$ cat src/rtl/sim_run_pkg.sv
// sim_run_pkg: shared types for the bench run controller.
// State and verdict encodings plus counter sizing helpers.
package sim_run_pkg;

  typedef enum logic [1:0] {
    HOLD,
    RUN,
    DRAIN,
    DONE
  } state_t;

  typedef enum logic [1:0] {
    FAIL_NONE,
    FAIL_ERROR,
    FAIL_TIMEOUT,
    FAIL_DEADLOCK
  } fail_code_t;

  localparam int FAIL_CH_W = 3;

  // Width able to hold 0..max; never narrower than one bit.
  function automatic int cnt_w(input int max);
    return (max < 1) ? 1 : $clog2(max + 1);
  endfunction

  function automatic int idx_w(input int n);
    return (n > 1) ? $clog2(n) : 1;
  endfunction

endpackage

$ cat src/rtl/sim_prio_enc.sv
// sim_prio_enc: lowest-index-wins priority encoder.
// Reports the index of the lowest set request bit plus a valid flag.
module sim_prio_enc #(
  parameter int N = 1,
  parameter int W = 1
) (
  input  logic [N-1:0] req,
  output logic [W-1:0] idx,
  output logic         valid
);

  always_comb begin
    idx   = '0;
    valid = |req;
    for (int i = N - 1; i >= 0; i--) begin
      if (req[i]) idx = W'(i);
    end
  end

endmodule

$ cat src/rtl/sim_run_ctrl.sv
// sim_run_ctrl: DUT reset sequencing and sticky run verdict.
// Watches halt/error/commit on N channels for pass, timeout, deadlock.
module sim_run_ctrl
  import sim_run_pkg::*;
#(
  parameter int     NUM_CH       = 1,
  parameter int     RST_CYCLES   = 2,
  parameter longint TIMEOUT      = 10000000,
  parameter int     WDOG_CYCLES  = 100000,
  parameter int     DRAIN_CYCLES = 2,
  parameter bit     HALT_ALL     = 1'b1
) (
  input  logic                 clk,
  input  logic                 rst,
  input  logic [NUM_CH-1:0]    halt,
  input  logic [NUM_CH-1:0]    error,
  input  logic [NUM_CH-1:0]    commit,
  output logic                 dut_rst,
  output logic                 running,
  output logic                 done,
  output logic                 pass,
  output logic [1:0]           fail_code,
  output logic [FAIL_CH_W-1:0] fail_ch,
  output logic [63:0]          cycle_count
);

  localparam int HW = cnt_w(RST_CYCLES);
  localparam int WW = cnt_w(WDOG_CYCLES);
  localparam int DW = cnt_w(DRAIN_CYCLES);
  localparam int IW = idx_w(NUM_CH);

  state_t               state;
  state_t               state_nxt;
  logic [HW-1:0]        hold_cnt;
  logic [WW-1:0]        wdog_cnt;
  logic [DW-1:0]        drain_cnt;
  logic [NUM_CH-1:0]    halted;
  fail_code_t           code_q;
  logic                 pass_q;
  logic [FAIL_CH_W-1:0] ch_q;
  logic [63:0]          cnt_q;

  logic [IW-1:0]        err_idx;
  logic                 err_vld;
  logic                 any_commit;
  logic                 hold_last;
  logic                 drain_last;
  logic                 ev_tmo;
  logic                 ev_wdog;
  logic                 ev_halt;

  sim_prio_enc #(
    .N (NUM_CH),
    .W (IW)
  ) u_enc (
    .req   (error),
    .idx   (err_idx),
    .valid (err_vld)
  );

  assign any_commit = |commit;
  assign hold_last  = (hold_cnt == HW'(RST_CYCLES - 1));
  assign drain_last = (DRAIN_CYCLES == 0) ||
                      (drain_cnt == DW'(DRAIN_CYCLES - 1));

  assign ev_tmo  = (TIMEOUT != 0) &&
                   (cnt_q == 64'(TIMEOUT - 1));
  assign ev_wdog = (WDOG_CYCLES != 0) && !any_commit &&
                   (wdog_cnt == WW'(WDOG_CYCLES - 1));
  assign ev_halt = HALT_ALL ? (&(halted | halt)) : (|halt);

  // State register
  always_ff @(posedge clk) begin
    if (rst) state <= HOLD;
    else     state <= state_nxt;
  end

  // Next state; error outranks timeout, deadlock and halt
  always_comb begin
    state_nxt = state;
    unique case (state)
      HOLD: begin
        if (hold_last) state_nxt = RUN;
      end
      RUN: begin
        if (err_vld) begin
          state_nxt = (DRAIN_CYCLES == 0) ? DONE : DRAIN;
        end else if (ev_tmo || ev_wdog || ev_halt) begin
          state_nxt = DONE;
        end
      end
      DRAIN: begin
        if (drain_last) state_nxt = DONE;
      end
      DONE: begin
        state_nxt = DONE;
      end
    endcase
  end

  // Outputs
  always_comb begin
    dut_rst     = (state == HOLD);
    running     = (state == RUN);
    done        = (state == DONE);
    pass        = pass_q;
    fail_code   = code_q;
    fail_ch     = ch_q;
    cycle_count = cnt_q;
  end

  // Counters and sticky verdict; nothing moves once DONE
  always_ff @(posedge clk) begin
    if (rst) begin
      hold_cnt  <= '0;
      wdog_cnt  <= '0;
      drain_cnt <= '0;
      halted    <= '0;
      code_q    <= FAIL_NONE;
      pass_q    <= 1'b0;
      ch_q      <= '0;
      cnt_q     <= '0;
    end else begin
      unique case (state)
        HOLD: begin
          if (!hold_last) hold_cnt <= hold_cnt + 1'b1;
        end
        RUN: begin
          if (~&cnt_q) cnt_q <= cnt_q + 64'd1;
          halted <= halted | halt;
          if (any_commit) wdog_cnt <= '0;
          else            wdog_cnt <= wdog_cnt + 1'b1;
          if (err_vld) begin
            code_q <= FAIL_ERROR;
            ch_q   <= FAIL_CH_W'(err_idx);
          end else if (ev_tmo) begin
            code_q <= FAIL_TIMEOUT;
          end else if (ev_wdog) begin
            code_q <= FAIL_DEADLOCK;
          end else if (ev_halt) begin
            pass_q <= 1'b1;
          end
        end
        DRAIN: begin
          if (~&cnt_q) cnt_q <= cnt_q + 64'd1;
          drain_cnt <= drain_cnt + 1'b1;
        end
        DONE: begin
          cnt_q <= cnt_q;
        end
      endcase
    end
  end

endmodule

$ cat config.mk
export PLATFORM = sky130hd
export DESIGN_NAME = sim_run_ctrl
export DESIGN_NICKNAME = d
export VERILOG_FILES = /design/src/rtl/sim_run_pkg.sv /design/src/rtl/sim_prio_enc.sv /design/src/rtl/sim_run_ctrl.sv
export SDC_FILE = /design/constraint.sdc
export NUM_CORES = 1
export LEC_CHECK = 0
export CAP_MARGIN = 20
export CORE_MARGIN = 2
export CORE_UTILIZATION = 58
export DETAILED_ROUTE_END_ITERATION = 6
export GPL_TIMING_DRIVEN = 0
export PLACE_DENSITY = 0.84
export SYNTH_ARGS = -nofsm -noshare
export SYNTH_HDL_FRONTEND = slang
export SYNTH_SLANG_ARGS = --single-unit
$ cat constraint.sdc
create_clock -name clk -period 3.7 [get_ports clk]
set_input_delay 0.37 -clock clk [delete_from_list [all_inputs] [get_ports clk]]
set_output_delay 0.37 -clock clk [all_outputs]
set_load 0.01 [all_outputs]
* Yosys cells after proc, flatten, opt, wreduce, memory -nomap -nowiden
Cells that the tools add are included.
** Cells by class
- Add/sub/neg operators :: 4
- Equal/unequal tests :: 10
- Mux-type cells :: 9
- Bitwise gates (word level) :: 6
- Reductions and logical operators :: 13
** Operators by type and width (count)
- adder 64 x 1 -> 64 bit, second input constant :: 1
- == test 64 x 24 -> 1 bit, second input constant :: 1
- AND reduction 64 bit :: 1
- adder 17 x 1 -> 17 bit, second input constant :: 1
- == test 17 bit, second input constant :: 1
- 2-to-1 mux 17 bit :: 1
- 2-to-1 mux 2 bit :: 7
- case mux 2 bit (4 select lines) :: 1
- == test 2 x 1 -> 1 bit, second input constant :: 3
- AND reduction 2 bit :: 3
- NOT 1 bit :: 5
- AND reduction 5 bit :: 1
- adder 2 x 1 -> 2 bit, second input constant :: 2
- == test 2 bit, second input constant :: 2
- inequality test 3 x 2 -> 1 bit, second input constant :: 1
- AND reduction 3 bit :: 1
- nonzero test 3 bit :: 1
- zero test 2 bit :: 1
- logical OR 1 bit :: 2
- inequality test 2 x 1 -> 1 bit, second input constant :: 1
- inequality test 2 bit, second input constant :: 1
- OR reduction 2 bit :: 1
- logical AND 1 bit :: 1
- zero test 1 bit :: 1
- OR 1 bit :: 1
** Word-level totals
- Register bits :: 91
- Input port bits :: 5
- Output and inout port bits :: 73
- Word-level logic and storage cells :: 50

* Logic depth before layout (Yosys ltp)
- Depth in word-level cells :: 7
- Gate-level depth with buffers :: 9
- Gate-level depth less buffers :: 8

* By module
Synthesis repeated with hierarchy kept, for this count alone.
** Second synthesis, totals
- Cell total of the unflattened synthesis :: 580
- Area total of the unflattened synthesis :: 4812.1 um^2
** Modules (own cells, without submodules)
- sim_run_ctrl :: instances 1, cells each 577, area each 4793.3 um^2, seq. area each 1841.8 um^2
- sim_prio_enc :: instances 1, cells each 3, area each 18.8 um^2, seq. area each 0.0 um^2

* Least setup slack after synthesis
No wires, ideal clock.
- Path kind :: flip-flop to flip-flop
- From :: register cnt_q[26] (netlist: cycle_count[26])
- To :: register cnt_q[63] (netlist: cycle_count[63])
- Arrival time :: 2327 ps
- Required time :: 3579 ps
- Slack :: 1252 ps
- Cell stages (with the launch flop) :: 7
- Path buffers :: 0
- Period minus slack after synthesis :: 2448 ps
- Cell sequence :: dfxtp_1 > nand4_2 > or4_4 > nor4_4 > nand2_1 > nor4_1 > mux2_2
** Between the ends
- Longest elaborated chain between the ends :: 3
- Elaborated cells on any way between the ends :: 4
- Classes of those cells :: 1 x add/sub; 1 x bitwise; 2 x reduce/logical
** RTL lines
- from (decl) :: line sim_run_ctrl.sv:41 : logic [63:0] cnt_q;
- from (signal assigned) :: line sim_run_ctrl.sv:129 : if (~&cnt_q) cnt_q <= cnt_q + 64'd1;
- from (signal assigned) :: line sim_run_ctrl.sv:145 : if (~&cnt_q) cnt_q <= cnt_q + 64'd1;
- from (signal assigned) :: line sim_run_ctrl.sv:149 : cnt_q <= cnt_q;
- parallel branches: the longest is 3 deep, another holds adder 64 x 1 -> 64 bit
Several ways; the timed one is not identified.
A chain may end at the register's enable or synchronous reset.

* Worst setup path after layout
- From :: register cnt_q[39] (netlist: cycle_count[39])
- To :: register cnt_q[1] (netlist: cycle_count[1])
** Between the ends
- Longest elaborated chain between the ends :: 3
** RTL lines (line)
- AND reduction 64 bit :: sim_run_ctrl.sv:129, sim_run_ctrl.sv:145
- NOT 1 bit (no source line)
- AND reduction 2 bit (no source line)
No other way between the ends.

==> impl_metrics.yaml <==
global_routing:
  grt_pass1_wl_mm: 21.5
  grt_max_degree: 15
  grt_overflow: 0
  antenna_found_initial: 0
  grt.total_usage_pct: 30.1
  grt_pass1_vias: 4629
worst_setup_path:
  crit_path_frequent_cell: "buf_2"
  critPathTopFamily: "simple AND/OR/NAND/NOR gates"
  r2r_cells: 8
  crit_fanout: 10
  path_class: "reg -> reg"
  worstSetupEndpointType: "flip-flop"
  cp.arrival_ns: 3.33
  crit_required_ns: 3.95
  critPathMaxStageDelay_ns: 0.54
  cp.depth: 8
  cpMaxStageDelayCell: "o21ai_1"
  ff2ff_setup_slack_ns: 0.62
  startpoint_type: "flip-flop"
  crit_chain: "nand4_1 > nor3b_4 > nand4_2 > o21ai_1 > buf_2 > buf_2 > mux2i_1 > nor2_1"
  crit_buf_inv: 2
flow_run:
  max_cap_viol_count: 0
cts:
  clockBufferDepth: 2
  cts.sinks: 91
  clkTransAtPathRegs_ns: 0.10
  cts-root-buf: "clkbuf_8"
  tritoncts: "done"
  h-tree-depth: 3
  post_cts.repair.setup_buffers: 0
  hold_buffers: 0
  cts_buffers: 9
  post_cts_resized: 0
  clk_latency_ns: 0.37
worst_hold_path:
  hold_depth: 2
  hp-class: "reg -> reg"
synth:
  avgSynthCellArea_um2: 8.36
  synth-main-ff-cell: "dfxtp_1"
  ys_ff_latch: 91
  netlist_instances: 567
  async_flop_share_pct: 0
  synth_edf_count: 0
  synth_cell_types: 57
  ys_warn_count: 0
  ys_seq_area_share_pct: 38.4
  syn_area_um2: 4740
placement:
  place_worst_setup_slack_ns: 0.676
  place.detailed.hpwl_mm: 9.48
  dp.cells: 745
  placed_cell_area_um2: 5620
  io_buffers: 74
  globalplace.congestion: 0.916
drt:
  routedWlPerCell_um: 17.2
  vias: 4726
  antenna_left: 0
  drt_iter0_markers: 277
  drc_errors: 0
  drt_wl_total_mm: 13.0
  vias_per_cell: 6.23
  drt_pass1_iterations: 5
cells_and_area:
  final_common_cell: "dfxtp_1"
  ff_latch_area_um2: 1820
  multiInputGateArea_um2: 2730
  design_area_um2: 5820
  fill_cells: 622
  drive_above_1_share_pct: 8.07
  layout_common_cells: "dfxtp_1, clkdlybuf4s50_1, nor2_1"
  area_delta_synth_final_pct: 22.8
  n_antenna_cell: 0
  final_cells: 759
  nets: 667
power_and_ir_drop:
  p_per_area_nw_per_um2: 382
  design_power_total_uw: 2220
  switching_power_uw: 652
  leakagePower_uw: 0.00188
  p_int_uw: 1570
  combPwrFrac_pct: 19.3
  seq_power_share_pct: 48.0
  pwr-share-clk_pct: 32.8
  p_sw_share_pct: 29.3
  vdd_drop_max_mv: 0.266
sta:
  post-route-min-period_ns: 3.08
  maxSlewHeadroom_pct: 39.9
  fin_crit_sh_pct: 83.3
  hold_viol_final: 0
  final-setup-viol-count: 0
  fin_ws_ns: 0.619
  tns_ns: 0
  slew_viol_final: 0
  max_freq_mhz: 325
  rsz0062_at_grt: "false"
  tightest_slew_ns: 0.898
  fin_skew_ns: 0.0151
floorplan:
  std_cell_rows: 32
  pin_count: 78
  coreArea_um2: 7810
  dieHeight_um: 94.4
  start_util_pct: 60.7
  die_width_um: 94.4
  dieArea_um2: 8910
outcome:
  outcome: "finished clean"
[final timing paths]
check | start | endpoint
max | cycle_count[39] | cycle_count[1]
min | pass | pass
max reg2reg | cycle_count[39] | cycle_count[1]
min reg2reg | pass | pass
[power by group through the flow]
stage,sequential [µW],clock [µW],combinational [µW]
detailed placement,1090,0,424
global placement,1080,0,409
CTS,1070,733,427
floorplan,1090,0,281
global route,1070,770,475
finish,1070,729,428
[cell usage after synthesis, types with 3 or more instances]
| master | instances | area (µm²) |
|---|---|---|
| inv_1 | 14 | 52.6 |
| nand2b_1 | 3 | 18.8 |
| xor2_1 | 25 | 219 |
| or4_1 | 19 | 143 |
| and4_1 | 8 | 70.1 |
| dfxtp_1 | 91 | 1820 |
| and3_1 | 3 | 18.8 |
| nor3_1 | 9 | 45.0 |
| nand2_1 | 40 | 150 |
| nor4_1 | 13 | 81.3 |
| xnor2_1 | 7 | 61.3 |
| o2111ai_1 | 3 | 26.3 |
| ha_1 | 8 | 100 |
| mux2_2 | 6 | 67.6 |
| nor2b_1 | 10 | 62.6 |
| a211oi_1 | 3 | 22.5 |
| nor4b_1 | 4 | 35.0 |
| or3_2 | 3 | 22.5 |
| o21ai_0 | 37 | 185 |
| nand4_1 | 29 | 181 |
| o31ai_1 | 13 | 97.6 |
| nand4_2 | 3 | 37.5 |
| or3_1 | 28 | 175 |
| a21oi_1 | 46 | 230 |
| or2_2 | 4 | 25.0 |
| and2_1 | 5 | 31.3 |
| buf_4 | 5 | 37.5 |
| nand3_1 | 26 | 130 |
| clkbuf_1 | 11 | 41.3 |
| nor2_1 | 58 | 218 |
[final cells by class]
| type | instances | share of cell area [%] |
|---|---|---|
| multi-input combinational | 440 | 46.9 |
| sequential | 91 | 31.3 |
| timing repair buffer | 74 | 12.7 |
| buffer | 24 | 2.49 |
| clock buffer | 10 | 2.19 |
| tap | 102 | 2.19 |
| clock inverter | 4 | 1.31 |
| inverter | 14 | 0.903 |
[registers in the layout (all words and copies together) (netlist names)]
name / count
cycle_count: 64
drain_cnt: 2
fail_code: 2
halted: 1
hold_cnt: 2
pass: 1
state: 2
wdog_cnt: 17
[layer usage]
layer / wire length (µm) / vias to the layer above / GRT usage, %
li1: - / 2263 / -
met1: 5620 / 2248 / 38.1
met2: 6310 / 192 / 51.8
met3: 852 / 23 / 5.43
met4: 233 / 0 / 10.1
met5: 0 / - / 0
[cells by family after synthesis]
| group | Yosys count | share of synthesized area (%) |
|---|---|---|
| multiplexers | 8 | 1.85 |
| AO/OA/AOI/OAI | 111 | 13.7 |
| adder cells (fa/ha/maj) | 8 | 2.11 |
| other | 1 | 0.0791 |
| XOR/XNOR | 32 | 5.91 |
| flip-flops | 91 | 38.4 |
| buffers and inverters | 38 | 4.17 |
| AND/OR/NAND/NOR | 278 | 33.7 |
[metrics by stage]
| step | hold slack [ns] | util [%] |
|---|---|---|
| detailed placement | 0.447 | 71.9 |
| global placement | 0.438 | 71.9 |
| floorplan | 0.429 | - |
| CTS | 0.460 | 74.5 |
| global route | 0.512 | 74.5 |
| finish | 0.460 | 74.5 |
[tightest hold or removal path, delay by kind of cell, from the launching register on]
| kind | cells | cell delay [ns] |
|---|---|---|
| compound gates | 1 | 0.05 |
| buf+inv | 1 | 0.05 |
| flops | 1 | 0.32 |
No activity file was read; power rests on OpenSTA's default activity.
